## src/rtl/tensor_collect.sv

```systemverilog
// ----------------------------------------------------------------------------
// tensor_collect
//   Gathers a stream of IN_CH*IN_H*IN_W signed elements (channel-major, then
//   row, then column) into one flattened vector for a conv2d in_vec. A
//   two-state FSM fills the vector beat by beat, then presents it until
//   downstream takes it.
//
// Parameters
//   IN_CH, IN_H, IN_W : frame geometry, N = IN_CH*IN_H*IN_W elements
//   WIDTH             : element width (signed, passed through unchanged)
//
// Ports
//   clk       : single clock, rising edge
//   rst_n     : synchronous active-low reset
//   in_data   : streamed element
//   in_valid  : in_data valid
//   in_ready  : block accepts in_data this cycle (high in FILL)
//   in_last   : final element of the frame (used only with framing checks)
//   out_vec   : flattened frame, element n at [n*WIDTH +: WIDTH]
//   out_valid : out_vec holds a complete frame (high in FULL)
//   out_ready : downstream consumes the frame
//   err       : sticky framing error
//
// Configuration
//   TENSOR_COLLECT_LAST_CHECK_EN : when defined, in_last is checked against
//   the element count and mismatches set err; when undefined, in_last is
//   ignored and err is tied to 0.
// ----------------------------------------------------------------------------
module tensor_collect #(
    parameter int IN_CH = 1,
    parameter int IN_H  = 1,
    parameter int IN_W  = 1,
    parameter int WIDTH = 16
) (
    input  logic                                clk,
    input  logic                                rst_n,
    input  logic signed [WIDTH-1:0]             in_data,
    input  logic                                in_valid,
    output logic                                in_ready,
    input  logic                                in_last,
    output logic signed [IN_CH*IN_H*IN_W*WIDTH-1:0] out_vec,
    output logic                                out_valid,
    input  logic                                out_ready,
    output logic                                err
);

    localparam int N     = IN_CH * IN_H * IN_W;
    localparam int CNT_W = (N > 1) ? $clog2(N) : 1;
    localparam logic [CNT_W-1:0] LAST_IDX = CNT_W'(N - 1);

    typedef enum logic {
        FILL = 1'b0,
        FULL = 1'b1
    } state_t;

    state_t           state;
    state_t           state_next;
    logic [CNT_W-1:0] cnt;
    logic [CNT_W-1:0] cnt_next;
    logic             wr_en;

`ifdef TENSOR_COLLECT_LAST_CHECK_EN
    logic err_q;
    logic err_set;
`else
    logic unused_in_last;
    assign unused_in_last = in_last;
`endif

    // Next-state, counter and handshake decode.
    always_comb begin
        // NOTE: every output of this block gets a default first, so no path
        // can leave one unassigned and infer a latch.
        state_next = state;
        cnt_next   = cnt;
        wr_en      = 1'b0;
        in_ready   = 1'b0;
        out_valid  = 1'b0;
`ifdef TENSOR_COLLECT_LAST_CHECK_EN
        err_set    = 1'b0;
`endif
        case (state)
            FILL: begin
                in_ready = 1'b1;
                if (in_valid) begin
                    wr_en = 1'b1;
                    if (cnt == LAST_IDX) begin
                        cnt_next   = '0;
                        state_next = FULL;
`ifdef TENSOR_COLLECT_LAST_CHECK_EN
                        // Missing in_last on the final element is flagged,
                        // but the frame itself is still complete.
                        err_set = !in_last;
`endif
                    end else begin
                        cnt_next = cnt + CNT_W'(1);
`ifdef TENSOR_COLLECT_LAST_CHECK_EN
                        // Early in_last: drop the partial frame and restart.
                        if (in_last) begin
                            err_set  = 1'b1;
                            cnt_next = '0;
                        end
`endif
                    end
                end
            end
            FULL: begin
                out_valid = 1'b1;
                if (out_ready) begin
                    state_next = FILL;
                end
            end
            default: begin
                state_next = FILL;
            end
        endcase
    end

    // State, counter, frame storage and error flag.
    always_ff @(posedge clk) begin
        if (!rst_n) begin
            // NOTE: out_vec is a register bank, not a RAM, so clearing it on
            // reset is cheap and gives downstream a defined value.
            state   <= FILL;
            cnt     <= '0;
            out_vec <= '0;
`ifdef TENSOR_COLLECT_LAST_CHECK_EN
            err_q   <= 1'b0;
`endif
        end else begin
            // NOTE: non-blocking assignments so every register samples the
            // pre-edge values, independent of statement order.
            state <= state_next;
            cnt   <= cnt_next;
            if (wr_en) begin
                for (int i = 0; i < N; i++) begin
                    if (cnt == CNT_W'(i)) begin
                        out_vec[i*WIDTH +: WIDTH] <= in_data;
                    end
                end
            end
`ifdef TENSOR_COLLECT_LAST_CHECK_EN
            if (err_set) begin
                err_q <= 1'b1;
            end
`endif
        end
    end

`ifdef TENSOR_COLLECT_LAST_CHECK_EN
    assign err = err_q;
`else
    assign err = 1'b0;
`endif

endmodule

```

## config.mk

```make
export PLATFORM = sky130hd
export DESIGN_NAME = tensor_collect
export DESIGN_NICKNAME = d
export VERILOG_FILES = /design/src/rtl/tensor_collect.sv
export SDC_FILE = /design/constraint.sdc
export NUM_CORES = 1
export LEC_CHECK = 0
export CELL_PAD_IN_SITES_DETAIL_PLACEMENT = 2
export CELL_PAD_IN_SITES_GLOBAL_PLACEMENT = 2
export CORE_ASPECT_RATIO = 1.2
export CORE_MARGIN = 4
export CORE_UTILIZATION = 20
export DETAILED_ROUTE_END_ITERATION = 8
export PLACE_DENSITY_LB_ADDON = 0.1
export SLEW_MARGIN = 20
export SYNTH_ARGS = -nofsm -noshare
export SYNTH_HDL_FRONTEND = slang
export SYNTH_SLANG_ARGS = --single-unit
```

## constraint.sdc

```tcl
create_clock -name clk -period 1.3 [get_ports clk]
set_input_delay 0.26 -clock clk [delete_from_list [all_inputs] [get_ports clk]]
set_output_delay 0.26 -clock clk [all_outputs]
set_load 0.005 [all_outputs]
```

## Word-level counts from Yosys, hierarchy flattened

Cells that the tools add are included.

| storage, ports and cells | value |
|---|---|
| register bits after elaboration | 18 |
| output and inout port bits | 19 |

| operators by class | value |
|---|---|
| $add $sub $neg | 1 |
| multiplexer cells | 9 |
| bitwise logic cells | 2 |
| reduce and logical (&&, ||, !) cells | 2 |

Operators by type and width:

| kind | count |
|---|---|
| 1-bit two-way mux | 8 |
| 2-bit AND reduction | 2 |
| 1-bit NOT | 2 |
| 1-bit case mux with 2 select lines | 1 |
| 1-bit adder (second input constant) | 1 |

## Depth between registers and ports, before layout

| depth | value |
|---|---|
| depth in word-level cells | 3 |
| mapped depth | 4 |
| gate-level depth less buffers | 2 |

## Worst setup path before layout

No wires, ideal clock.

| path | value |
|---|---|
| kind | flip-flop to flip-flop |
| start point | register state |
| end point | register state |
| arrival time | 858 ps |
| path slack | 328 ps |
| cell stages (with the launch flop) | 5 |
| buffers on the path | 2 |
| clock period less this slack | 972 ps |
| cell sequence | dfxtp_1 nor2b_1 buf_6 buf_12 o21a_1 |

| between the ends | value |
|---|---|
| word-level cells in the longest chain between the ends | 2 |

Ends and longest elaborated chain:

| what | line | text |
|---|---|---|
| from (decl) | 56 | `state_t state;` |
| from (signal assigned) | 133 | `state <= state_next;` |
| 1-bit NOT (no source line) | n/a |  |
| 1-bit case mux with 2 select lines (*) | 82 | `case (state)` |

Mark *: on every way between the ends. The rest lies on a longest branch, timed or not.
A chain may end at the register's enable or synchronous reset.

## Worst setup path in the final report

| path | value |
|---|---|
| start point | register state |
| end point | output port out_valid |

| between the ends | value |
|---|---|
| word-level cells in the longest chain between the ends | 1 |

Ends and longest elaborated chain:

| what | line | text |
|---|---|---|
| 1-bit two-way mux | 82 |  |
| to (decl) | 42 | `output logic out_valid,` |

Every way passes these cells.

==> results.toml <==
[worst_setup_path]
worstPathCellList = "buf_4 -> dlygate4sd2_1"
worst_path_largest_cell_delay_ps = 320
reg2reg_from = "state"
crit_required_ps = 1040
start_kind = "flip-flop"
arrival_ps = 960
crit_family = "buffers and inverters"
crit_buf_inv = 2
r2r-end = "out_vec[13]"
crit_path_max_fanout = 3
crit_type = "reg2out"
slowest_stage = "dfxtp_2"
r2r_cells = 4
reg2reg_slack_ps = 190
cp-end-kind = "primary output"

[yosys]
synth_fa_ha_area_share_pct = 0
postSynthCellCount = 77
synthMuxAreaShare_pct = 22.7
synthDistinctLibCells = 11
syn_avg_cell_area_um2 = 9.18
synth_top_family_by_area = "multiplexers"
synth_compound_area_share_pct = 1.06
ys_seq_area_share_pct = 48.1
ys_warn_count = 0
synth-simple-area-share_pct = 18.8
synth_xor_area_share_pct = 0
synth_area_um2 = 707
synth_seq_cells = 17
synth.net_count = 98

[route]
wl_per_cell_um = 12.9
routed_wl_mm = 1.95
via_per_inst = 4.19
route.vias.total = 632
met1_length_um = 734
firstDrtPassIters = 2
top_layer_used = "met4"
drtIter0Drc = 9
drc = 0
wl_met2_um = 998
dr_wl_met3_um = 172
final_antenna_net_count = 0

[placed_design]
numPortBuffers = 37
gp_congestion = 0.589
dp_hpwl_mm = 1.43
dp_cells = 146

[clocking]
holdBufCountCts = 0
clock_sink_count = 17
cts_buffer_depth = 2
clkLatencyLatePin_ps = 250
ctsRootBufferMaster = "clkbuf_8"
htreeDepth = 1
cts_tree = "built"
cts_buffers = 3
clk_pin_slew_worst_paths_ps = 60

[grt]
grt_start_max_net_pins = 34
antenna_found_initial = 0
grt_pass1_wl_mm = 3.28
grt_overflow_total = 0
grtUsageTotal_pct = 9.19
grt_pass1_vias = 736

[finish]
num-nets-final = 136
syn2layout_area_growth_pct = 61.6
fin_cells = 151
n_antenna_cell = 0
final_util_pct = 33.9
final_common_cell = "nand2_1"
mostFrequentLayoutCells = "nand2_1 (32), clkdlybuf4s50_1 (19), dlygate4sd2_1 (18)"
final_layout_size_suffix_gt1_share_pct = 9.65

[pwr]
p_per_area_mw_per_mm2 = 1050
p_leak_nw = 0.536
peakVddDrop_mv = 0.447

[timing]
holdWs_ps = 457
setup_viol = 0
min_period_over_period_pct = 93.9
slew_viol_final = 0
hold_viol = 0
max_freq_ghz = 0.819
layout_min_cycle_time_ps = 1220
rsz0062_at_grt = "no"
finClkSkew_ps = 5.22

[floorplanning]
die_w_um = 62.3
die_area_mm2 = 0.00455
start_util_pct = 21.0
io_pins = 40
core_area_mm2 = 0.00337
num_rows = 23
die-height_um = 73.1

[min_path]
hp-class = "reg2reg"
hp-start = "out_vec[15]"
whs_endpoint = "out_vec[15]"
hold_depth = 2

[status]
status = "finished clean"

[run]
max_cap_viol_count = 0
[sequential cells by signal, indices dropped and copies added, names as in the netlist]
register / flops
out_vec: 16
state: 1
[cell usage after synthesis (all sizes together)]
| cell type | n | share of area [%] |
|---|---|---|
| nand2 | 32 | 17 |
| o21a | 1 | 1.1 |
| dfxtp | 17 | 48 |
| inv | 1 | 0.53 |
| nor2b | 2 | 1.8 |
| mux2i | 16 | 23 |
| buf | 7 | 8.3 |
| conb | 1 | 0.53 |
[how the worst max path moves through the flow]
stage / from / endpoint / slack [ps] / depth (start not counted)
6_report: state / out_valid / 80 / 2
5_1_grt: state / out_valid / 30 / 2
4_1_cts: state / out_valid / 50 / 2
3_5_place_dp: in_valid / out_vec[13] / -90 / 4
3_3_place_gp: in_valid / out_vec[11] / -40 / 4
2_1_floorplan: state / state / 330 / 4
[logic make-up (layout without fill, tap and decap cells)]
logic type	count (synthesis)	count (layout)
AOI/OAI and AO/OA	1	1
muxes	16	16
other	1	1
DFF	17	17
buffers and inverters	8	45
and+or+nand+nor	34	34
[per-stage QoR]
stage               setup slack, ps  power (W)  setup TNS (ps)  instance area (um2)
floorplan                       328   0.000688               0                  707
detailed placement            -92.6   0.000839            -997                 1110
global route                   25.6    0.00128               0                 1140
CTS                            54.2    0.00123               0                 1140
global placement              -37.4   0.000831            -547                 1110
finish                         79.0    0.00119               0                 1140
[cell type report]
type / count / area (um2)
fill: 382 / 2220
timing repair buffer: 40 / 395
sequential: 17 / 345
multi-input combinational: 52 / 307
tap: 37 / 46.3
clock buffer: 4 / 45.0
inverter: 1 / 3.75
[tightest hold or removal path, cell delays in order (launching register included)]
cell and delay [ps]:
dfxtp_1 310, nand2_1 50, mux2i_1 50
[metal layers]
layer | global-route usage (%) | up-vias
li1 | - | 313
met1 | 9.04 | 290
met2 | 16.4 | 24
met3 | 3.85 | 5
met4 | 4.95 | 0
met5 | 0 | -
[power by group]
part,internal [W],total (W),switching [W],leakage (nW)
Sequential,0.000559,0.000576,0.0000170,0.141
Clock,0.000217,0.000395,0.000177,0.0228
Combinational,0.000138,0.000224,0.0000855,0.372
[what timing repair did]
action / CTS / global route
buffers inserted: 1 / 0
setup endpoints to repair: 18 / 0
hold endpoints to repair: 0 / 0
gates resized for setup: 22 / 0
No activity file was read; power rests on OpenSTA's default activity.
